## src/rtl/conv_pkg.sv

```systemverilog
// Shared types and constants for the code-converter library.
// Also provides the elaboration-time digit-capacity check.
package conv_pkg;

   typedef enum logic [1:0] {
      IDLE = 2'd0,
      CONV = 2'd1,
      DONE = 2'd2
   } state_t;

   localparam logic       MODE_BCD      = 1'b0;
   localparam logic       MODE_XS3      = 1'b1;
   localparam logic [3:0] XS3_BIAS      = 4'd3;
   localparam logic [3:0] DABBLE_THRESH = 4'd5;
   localparam logic [3:0] DABBLE_ADD    = 4'd3;

   // True when d decimal digits can represent every w-bit unsigned value.
   function automatic bit digits_fit(input int w, input int d);
      longint unsigned p;
      p = 64'd1;
      for (int i = 0; i < d; i++) begin
         p = p * 64'd10;
      end
      return (d >= 1) && (p > ((64'd1 << w) - 64'd1));
   endfunction

endpackage

```

## src/rtl/bcd_digit_adj.sv

```systemverilog
// One decimal digit slice of the double-dabble datapath: add-3 correction,
// left shift with the bit from the lower digit, and optional excess-3 bias.
module bcd_digit_adj
   import conv_pkg::*;
(
   input  logic [3:0] dig_i,
   input  logic       shift_in_i,
   input  logic       bias_i,
   output logic [3:0] dig_o,
   output logic       shift_out_o
);

   logic [3:0] adj_s;
   logic [3:0] shifted_s;

   // Correct, shift, then bias; a digit <= 9 biased by 3 never exceeds 12.
   always_comb begin
      adj_s       = dig_i;
      shifted_s   = 4'd0;
      dig_o       = 4'd0;
      shift_out_o = 1'b0;
      if (dig_i >= DABBLE_THRESH) begin
         adj_s = dig_i + DABBLE_ADD;
      end else begin
         adj_s = dig_i;
      end
      shifted_s   = {adj_s[2:0], shift_in_i};
      shift_out_o = adj_s[3];
      if (bias_i) begin
         dig_o = shifted_s + XS3_BIAS;
      end else begin
         dig_o = shifted_s;
      end
   end

endmodule

```

## src/rtl/seq_bin_to_xs3.sv

```systemverilog
// Iterative binary to BCD / excess-3 converter, one input bit per clock,
// with valid/ready handshakes on both sides and fully registered outputs.
module seq_bin_to_xs3
   import conv_pkg::*;
#(
   parameter int WIDTH  = 8,
   parameter int DIGITS = 3
) (
   input  logic                  clk,
   input  logic                  rst_n,
   input  logic                  in_valid,
   output logic                  in_ready,
   input  logic [WIDTH-1:0]      in_bin,
   input  logic                  in_mode,
   output logic                  out_valid,
   input  logic                  out_ready,
   output logic [4*DIGITS-1:0]   out_code,
   output logic                  busy
);

   localparam int CNT_W = (WIDTH > 1) ? $clog2(WIDTH) : 1;

   if (!(WIDTH >= 4 && WIDTH <= 32 && digits_fit(WIDTH, DIGITS))) begin : g_bad_params
      $error("seq_bin_to_xs3: illegal WIDTH/DIGITS combination");
   end

   state_t                state_q, state_d;
   logic [WIDTH-1:0]      sr_q, sr_d;
   logic [4*DIGITS-1:0]   dig_q, dig_d, dig_nxt_s;
   logic [4*DIGITS-1:0]   out_code_q, out_code_d;
   logic [CNT_W-1:0]      cnt_q, cnt_d;
   logic                  mode_q, mode_d;
   logic                  in_ready_q, in_ready_d;
   logic                  out_valid_q, out_valid_d;
   logic                  busy_q, busy_d;
   logic [DIGITS-1:0]     chain_s;
   logic                  unused_carry_s;
   logic                  bias_s;

   assign chain_s[0] = sr_q[WIDTH-1];
   assign bias_s     = (cnt_q == CNT_W'(0)) && (mode_q == MODE_XS3);

   for (genvar g = 0; g < DIGITS; g++) begin : g_digit
      if (g < DIGITS - 1) begin : g_mid
         bcd_digit_adj u_adj (
            .dig_i       (dig_q[4*g +: 4]),
            .shift_in_i  (chain_s[g]),
            .bias_i      (bias_s),
            .dig_o       (dig_nxt_s[4*g +: 4]),
            .shift_out_o (chain_s[g+1])
         );
      end else begin : g_top
         // Top carry is always zero because DIGITS covers the input range.
         bcd_digit_adj u_adj (
            .dig_i       (dig_q[4*g +: 4]),
            .shift_in_i  (chain_s[g]),
            .bias_i      (bias_s),
            .dig_o       (dig_nxt_s[4*g +: 4]),
            .shift_out_o (unused_carry_s)
         );
      end
   end

   // Next-state, datapath and registered-output decode.
   always_comb begin
      state_d    = state_q;
      sr_d       = sr_q;
      dig_d      = dig_q;
      out_code_d = out_code_q;
      cnt_d      = cnt_q;
      mode_d     = mode_q;
      case (state_q)
         IDLE: begin
            if (in_valid) begin
               sr_d    = in_bin;
               mode_d  = in_mode;
               dig_d   = '0;
               cnt_d   = CNT_W'(WIDTH - 1);
               state_d = CONV;
            end else begin
               state_d = IDLE;
            end
         end
         CONV: begin
            dig_d = dig_nxt_s;
            sr_d  = {sr_q[WIDTH-2:0], 1'b0};
            if (cnt_q == CNT_W'(0)) begin
               out_code_d = dig_nxt_s;
               state_d    = DONE;
            end else begin
               cnt_d = cnt_q - CNT_W'(1);
            end
         end
         DONE: begin
            if (out_ready) begin
               state_d = IDLE;
            end else begin
               state_d = DONE;
            end
         end
         default: begin
            state_d = IDLE;
         end
      endcase
      in_ready_d  = (state_d == IDLE);
      out_valid_d = (state_d == DONE);
      busy_d      = (state_d == CONV);
   end

   // State and output registers, cleared asynchronously.
   always_ff @(posedge clk or negedge rst_n) begin
      if (!rst_n) begin
         state_q     <= IDLE;
         sr_q        <= '0;
         dig_q       <= '0;
         out_code_q  <= '0;
         cnt_q       <= '0;
         mode_q      <= MODE_BCD;
         in_ready_q  <= 1'b1;
         out_valid_q <= 1'b0;
         busy_q      <= 1'b0;
      end else begin
         state_q     <= state_d;
         sr_q        <= sr_d;
         dig_q       <= dig_d;
         out_code_q  <= out_code_d;
         cnt_q       <= cnt_d;
         mode_q      <= mode_d;
         in_ready_q  <= in_ready_d;
         out_valid_q <= out_valid_d;
         busy_q      <= busy_d;
      end
   end

   assign in_ready  = in_ready_q;
   assign out_valid = out_valid_q;
   assign out_code  = out_code_q;
   assign busy      = busy_q;

endmodule

```

## config.mk

```make
export PLATFORM = sky130hd
export DESIGN_NAME = seq_bin_to_xs3
export DESIGN_NICKNAME = d
export VERILOG_FILES = /design/src/rtl/conv_pkg.sv /design/src/rtl/bcd_digit_adj.sv /design/src/rtl/seq_bin_to_xs3.sv
export SDC_FILE = /design/constraint.sdc
export NUM_CORES = 1
export LEC_CHECK = 0
export ABC_AREA = 1
export BUFFER_PORTS_ARGS = -buffer_cell sky130_fd_sc_hd__clkbuf_2
export CORE_MARGIN = 2
export CORE_UTILIZATION = 27
export CTS_CLUSTER_SIZE = 40
export DETAILED_ROUTE_END_ITERATION = 10
export HOLD_SLACK_MARGIN = 0.15
export SYNTH_ARGS = -nofsm -noshare
export SYNTH_HDL_FRONTEND = slang
export SYNTH_SLANG_ARGS = --single-unit
```

## constraint.sdc

```tcl
create_clock -name clk -period 1.58 [get_ports clk]
set_input_delay 0.158 -clock clk [delete_from_list [all_inputs] [get_ports clk]]
set_output_delay 0.158 -clock clk [all_outputs]
set_load 0.01 [all_outputs]
```

==> out/qor.yml, run 1 <==
status: "finished, violations left"
violations: "negative setup slack"
synthToLayoutAreaGrowth_pct: 47.8
grt_pass1_vias: 2061
cts_tree: "done"
tightestPinTransition_ps: 539
period_share: 1.09
crit_required_ps: 1740
cts-buffers-inserted: 5
setup_ws_ps: -145
ys_seq_area_frac: 0.459
finalHoldViolCount: 0
drive_gt1_frac: 0.441
drt_iter0_drc: 66
dieWidth_um: 95.1
grt_antenna_before_repair: 0
yosysWarnings: 0
path_common_cell: "ha_4"
critPathSlowestCell: "dfrtp_1"
clk_pin_slew_worst_paths_ps: 80
cp_top_family: "adder cells"
start_util: 0.275
io_buffers: 27
rsz0062_at_grt: "true"
vias: 2045
slew_headroom: 0.641
clock_tree.root_cell: "clkbuf_8"
wl_per_cell_um: 13.0
crit_type: "register to register"
yosysUniqueCellTypes: 31
yosys-top-cells-area: "dfrtp_1, nand2_1, ha_1"
path_buf_inv: 1
die_h_um: 95.1
core_area_mm2: 0.00813
hpwl_um: 3930
ant_nets: 0
synth_seq_cells: 41
slowest_delay_ps: 410
arrival_ps: 1890
powerDensity_mw_per_mm2: 2060
rows: 33
fin_tns_setup_ps: -1160
clk_latency_ps: 290
yosysTopAreaCell: "dfrtp_1"
grt_pass1_wl_um: 9430
fin_crit_ps: 1720
ir_worst_vdd_v: 0.00127
dr.pass1.iters: 4
drv_slew: 0
synthCells: 270
syn-num-nets: 294
viasPerCell: 4.50
syn_avg_cell_area_um2: 8.29
clock-sinks: 41
power_mw: 6.82
diodes: 0
dp_slack_ps: -156
drt_wl_total_um: 5920
finClkSkew_ps: 2.51
synth_top_area_frac: 0.447
final_cell_mix: "nand2_1, dfrtp_1, buf_4"
p_leak_nw: 1.66
n_fill_cell: 794
max_freq_mhz: 580
io_pins: 28
dieArea_mm2: 0.00904
drc: 0
cts_htree_levels: 2
crit_path_end_kind: "register"
grt_overflow: 0
globalplace.congestion: 0.787
finalSetupViolations: 16
clock_path_buffers: 2
startpoint_type: "register"
fin_util: 0.407
final_common_cell: "nand2_1"
seq_area_mm2: 0.00103
crit_fanout: 3
multi_input_area_mm2: 0.00136
hold_ws_ps: 155
hold_path_class: "input port to register"
grt_usage: 0.134
final_nets: 372
grt_max_degree: 42
cap_violations: 0
syn_area_mm2: 0.00224
path_cells: "inv_2, ha_4, nand2_4, nand3_4, nand2_2, ha_4, nor2_1, a31oi_1, o22ai_1"
-- cell usage after synthesis --
cell type and instances:
nand2_1 87, dfrtp_1 40, inv_1 30, o21ai_0 14, ha_1 11, nor2_1 10
o21ai_1 10, nand3_1 9, o22ai_1 9, nand4_1 6, xor2_1 6, buf_2 4
inv_2 4, nor2_4 4, nand2_2 3, nor2_2 3, a21oi_1 2, a22oi_1 2
a31oi_1 2, nor2_8 2, o31ai_1 2, and2_1 1, buf_6 1, clkinv_2 1
dfstp_2 1, inv_4 1, inv_6 1, nand2_4 1, nand3_2 1, o21ai_2 1
o221ai_1 1
-- where the power goes --
group,switching [mW],internal (mW),total [mW]
logic,2.35,1.91,4.26
clock network,0.364,0.357,0.721
registers,0.327,1.51,1.84
-- logic make-up after synthesis --
logic type	after synthesis	synth area share
AND/OR/NAND/NOR	127	0.266
AO/OA/AOI/OAI	43	0.110
buffers and inverters	42	0.0799
flip-flops	41	0.459
adder cells (fa/ha/maj)	11	0.0615
XOR/XNOR	6	0.0235
-- per-stage QoR --
stage               instance area [µm²]  cells
finish                             3310    454
CTS                                3080    448
detailed placement                 2760    424
floorplan                          2310    270
global route                       3310    454
global placement                   2760    424
-- layer usage --
metal  share of wire  track usage  vias to the layer above
li1                -            -                     1023
met2            0.49        0.227                       33
met5               0            0                        -
met3           0.031       0.0285                        9
met1            0.46        0.171                      980
met4           0.014       0.0435                        0
-- registers in the layout, summed over array words and instances, names as in the netlist --
signal	cells
sr_q	8
mode_q	1
dig_q	12
state_q	2
busy	1
out_valid	1
in_ready	1
out_code	12
cnt_q	3
-- worst reg2reg max path, stage by stage, from the launching register on --
cell and delay, ps:
dfrtp_1 410, inv_2 130, ha_4 160, nand2_4 60
nand3_4 130, nand2_2 100, ha_4 280, nor2_1 40
a31oi_1 210, o22ai_1 100
-- final timing paths --
path	startpoint	end	slack, ps	depth (start not counted)
worst max-delay path	dig_q[5]$_DFFE_PN0P_	dig_q[9]$_DFFE_PN0P_	-140	9
worst min-delay path	in_bin[4]	sr_q[4]$_DFFE_PN0P_	150	3
worst max register to register	dig_q[5]$_DFFE_PN0P_	dig_q[9]$_DFFE_PN0P_	-140	9
worst min register to register	sr_q[0]$_DFFE_PN0P_	sr_q[0]$_DFFE_PN0P_	480	2
max in group asynchronous	rst_n	dig_q[4]$_DFFE_PN0P_	720	3
min in group asynchronous	rst_n	cnt_q[1]$_DFFE_PN0P_	470	3
-- area by class of cell --
type / instances / area share
multi-input cells: 187 / 0.410
flip-flops and latches: 41 / 0.311
repair buffers: 76 / 0.166
inverters: 37 / 0.0461
well taps: 105 / 0.0397
clock buffers: 8 / 0.0272
-- repair_timing --
item / 4_1_cts / 5_1_grt
hold endpoints to repair: 46 / 0
gates cloned: 0 / 0
gates resized for setup: 22 / 38
pin swaps: 19 / 27
setup buffers: 10 / 8
hold buffers: 6 / 0
endpoints found under the setup margin: 13 / 25
(Power assumes the default switching activity.)
==> inputs of run 2 (changes only) <==
--- a/config.mk
+++ b/config.mk
@@ -5,7 +5,6 @@
 export SDC_FILE = /design/constraint.sdc
 export NUM_CORES = 1
 export LEC_CHECK = 0
-export ABC_AREA = 1
 export BUFFER_PORTS_ARGS = -buffer_cell sky130_fd_sc_hd__clkbuf_2
 export CORE_MARGIN = 2
 export CORE_UTILIZATION = 27
==> out/qor.yml, run 2 <==
crit_type: "register to register"  # unchanged
synthToLayoutAreaGrowth_pct: 57.6  # was 47.8%
synth-xor-area-share: 0.0233  # was 0.0235
crit_path_end_kind: "register"  # unchanged
grt_util_met3: 0.0269  # was 0.0285
final_common_cell: "buf_4"  # was nand2_1
synth-compound-area-share: 0.198  # was 0.110
instances_no_fill: 426  # was 454
yosysWarnings: 0  # unchanged
yosysMostFrequentCell: "dfrtp_1"  # was nand2_1
grt_usage: 0.141  # was 0.134
hpwl_um: 4100  # was 3930 µm
ys_seq_area_frac: 0.455  # was 0.459
viasPerCell: 4.70  # was 4.50
synth_seq_cells: 41  # unchanged
drc: 0  # unchanged
final_nets: 344  # was 372
wl_per_cell_um: 13.6  # was 13.0 µm
syn-num-nets: 257  # was 294
vias: 2001  # was 2045
core_area_mm2: 0.00818  # was 0.00813 mm²
slowest_delay_ps: 420  # was 410 ps
fin_util: 0.435  # was 0.407
cp_top_family: "simple AND/OR/NAND/NOR gates"  # was adder cells
yosys.area_share.simple: 0.164  # was 0.266
synth_common_cells: "dfrtp_1, nand2_1, o21ai_0, a21oi_1"  # was nand2_1, dfrtp_1, inv_1, o21ai_0, ha_1
synth_top_area_frac: 0.443  # was 0.447
yosys-top-cells-area: "dfrtp_1, ha_1, o21ai_0"  # was dfrtp_1, nand2_1, ha_1
clk_pin_slew_worst_paths_ps: 80  # about the same
yosysTopAreaCell: "dfrtp_1"  # unchanged
yosysUniqueCellTypes: 46  # was 31
ant_nets: 0  # unchanged
placed_area_mm2: 0.00301  # was 0.00276 mm²
fin_area_mm2: 0.00356  # was 0.00331 mm²
dr.pass1.iters: 4  # unchanged
setup_ws_ps: -395  # was -145 ps
fin_crit_ps: 1970  # was 1720 ps
grtUsageMet1: 0.174  # was 0.171
dp_slack_ps: -450  # was -156 ps
synthCells: 233  # was 270
clock_path_buffers: 2  # unchanged
p_leak_nw: 1.61  # was 1.66 nW
hold_ws_ps: 151  # was 155 ps
status: "finished, violations left"  # unchanged
grt_antenna_before_repair: 0  # unchanged
tightestPinTransition_ps: 403  # was 539 ps
synth_edf_count: 0  # unchanged
ys.flop_type: "dfrtp_1"  # unchanged
critPathSlowestCell: "or4_4"  # was dfrtp_1
syn_avg_cell_area_um2: 9.69  # was 8.29 µm²
grt_overflow: 0  # unchanged
drive_gt1_frac: 0.489  # was 0.441
met2_usage: 0.243  # was 0.227
diodes: 0  # unchanged
grt_pass1_vias: 2096  # was 2061
startpoint_type: "register"  # unchanged
io_pins: 28  # unchanged
violations: "negative setup slack"  # unchanged
synth_top_family_by_area: "compound AO/OA/AOI/OAI gates"  # was simple AND/OR/NAND/NOR gates
globalplace.congestion: 0.813  # was 0.787
clock-sinks: 41  # unchanged
clock_tree.root_cell: "clkbuf_8"  # unchanged
fin_tns_setup_ps: -5370  # was -1160 ps
clk_latency_ps: 300  # was 290 ps
finClkSkew_ps: 10.5  # was 2.51 ps
cts-buffers-inserted: 5  # unchanged
final_cell_mix: "buf_4, dfrtp_1, nand2_1"  # was nand2_1, dfrtp_1, buf_4
ir_worst_vdd_v: 0.000951  # was 0.00127 V
crit_required_ps: 1770  # was 1740 ps
dpl.cell_count: 403  # was 424
crit_fanout: 3  # unchanged
dieArea_mm2: 0.00911  # was 0.00904 mm²
cts_tree: "done"  # unchanged
die_h_um: 95.5  # was 95.1 µm
dieWidth_um: 95.5  # was 95.1 µm
grt_pass1_wl_um: 9880  # was 9430 µm
cts_htree_levels: 2  # unchanged
async_reset_ff_frac: 1.00  # unchanged
muxShareOfSynthArea: 0.0593  # was 0
synthAdderAreaFrac: 0.0609  # was 0.0615
syn_area_mm2: 0.00226  # was 0.00224 mm²
path_cells: "ha_2, nand2b_4, a21oi_4, mux2_4, or4_4, a32o_1"  # was inv_2, ha_4, nand2_4, nand3_4, nand2_2, ha_4, nor2_1, a31oi_1, o22ai_1
power_mw: 7.98  # was 6.82 mW
slew_headroom: 0.732  # was 0.641
rows: 33  # unchanged
period_share: 1.25  # was 1.09
powerDensity_mw_per_mm2: 2240  # was 2060 mW/mm²
arrival_ps: 2160  # was 1890 ps
r2r_slack_ps: -390  # was -140 ps
cap_violations: 0  # unchanged
start_util: 0.276  # was 0.275
io_buffers: 27  # unchanged
hold_path_class: "input port to register"  # unchanged
drt_iter0_drc: 59  # was 66
finalSetupViolations: 22  # was 16
drt_wl_total_um: 5790  # was 5920 µm
grt_max_degree: 35  # was 42
finalHoldViolCount: 0  # unchanged
grt.busiest_layer: "met2"  # unchanged
path_buf_inv: 0  # was 1
max_freq_mhz: 506  # was 580 MHz
rsz0062_at_grt: "true"  # unchanged
drv_slew: 0  # unchanged
-- run 2: changes by cell type after synthesis, moves of 6 or more --
cell,change
clkbuf_1,+6
nor2b_1,+8
inv_1,-21
o21ai_1,-10
nand2_1,-57
a21oi_1,+14
nand3_1,-6
mux2_2,+7
o22ai_1,-9
o21ai_0,+10
nand4_1,-6
nand2b_1,+6
-- run 2: path summary, 6_finish.rpt --
kind,startpoint,endpoint,depth (start not counted)
worst min-delay path,in_bin[1],sr_q[1]$_DFFE_PN0P_,3
min in group asynchronous,rst_n,cnt_q[1]$_DFFE_PN0P_,2
worst max register to register,dig_q[4]$_DFFE_PN0P_,dig_q[7]$_DFFE_PN0P_,6
worst max-delay path,dig_q[4]$_DFFE_PN0P_,dig_q[7]$_DFFE_PN0P_,6
worst min register to register,out_code[3]$_DFFE_PN0P_,out_code[3]$_DFFE_PN0P_,2
max in group asynchronous,rst_n,dig_q[0]$_DFFE_PN0P_,3
-- run 2: what timing repair did --
action,in CTS,in global routing
hold buffers,8,0
endpoints found under the setup margin,24,24
hold endpoints to repair,49,0
buffers inserted,6,1
pin swaps,27,9
resized for setup,48,10
-- run 2: area by class of cell --
type                       count  area [µm²]
clock inverter                 1        30.0
timing repair buffer          92         683
clock buffer                   7        86.3
inverter                       9        33.8
sequential                    41        1030
fill                         775        4620
multi-input combinational    171        1570
tap                          105         131
-- run 2: logic make-up after synthesis --
kind of cell,after synthesis
XOR/XNOR,6
AND/OR/NAND/NOR,74
flip-flops,41
adder cells (fa/ha/maj),11
buffers and inverters,21
multiplexers,12
AO/OA/AOI/OAI,68
-- run 2: where the power goes --
group          switching, mW  internal [mW]
Sequential             0.381           1.53
Combinational           2.46           2.73
Clock                  0.377          0.516
Total                   3.21           4.77
-- run 2: worst reg2reg max path: stages, from the launching register on --
cell	delay (ps)
dfrtp_1	410
ha_2	200
nand2b_4	150
a21oi_4	150
mux2_4	320
or4_4	420
a32o_1	230
-- run 2: layer usage --
metal  wire length (µm)  up-vias
met1               2630      974
li1                   -     1000
met5                  0        -
met2               2920       19
met4                 93        0
met3                140        8
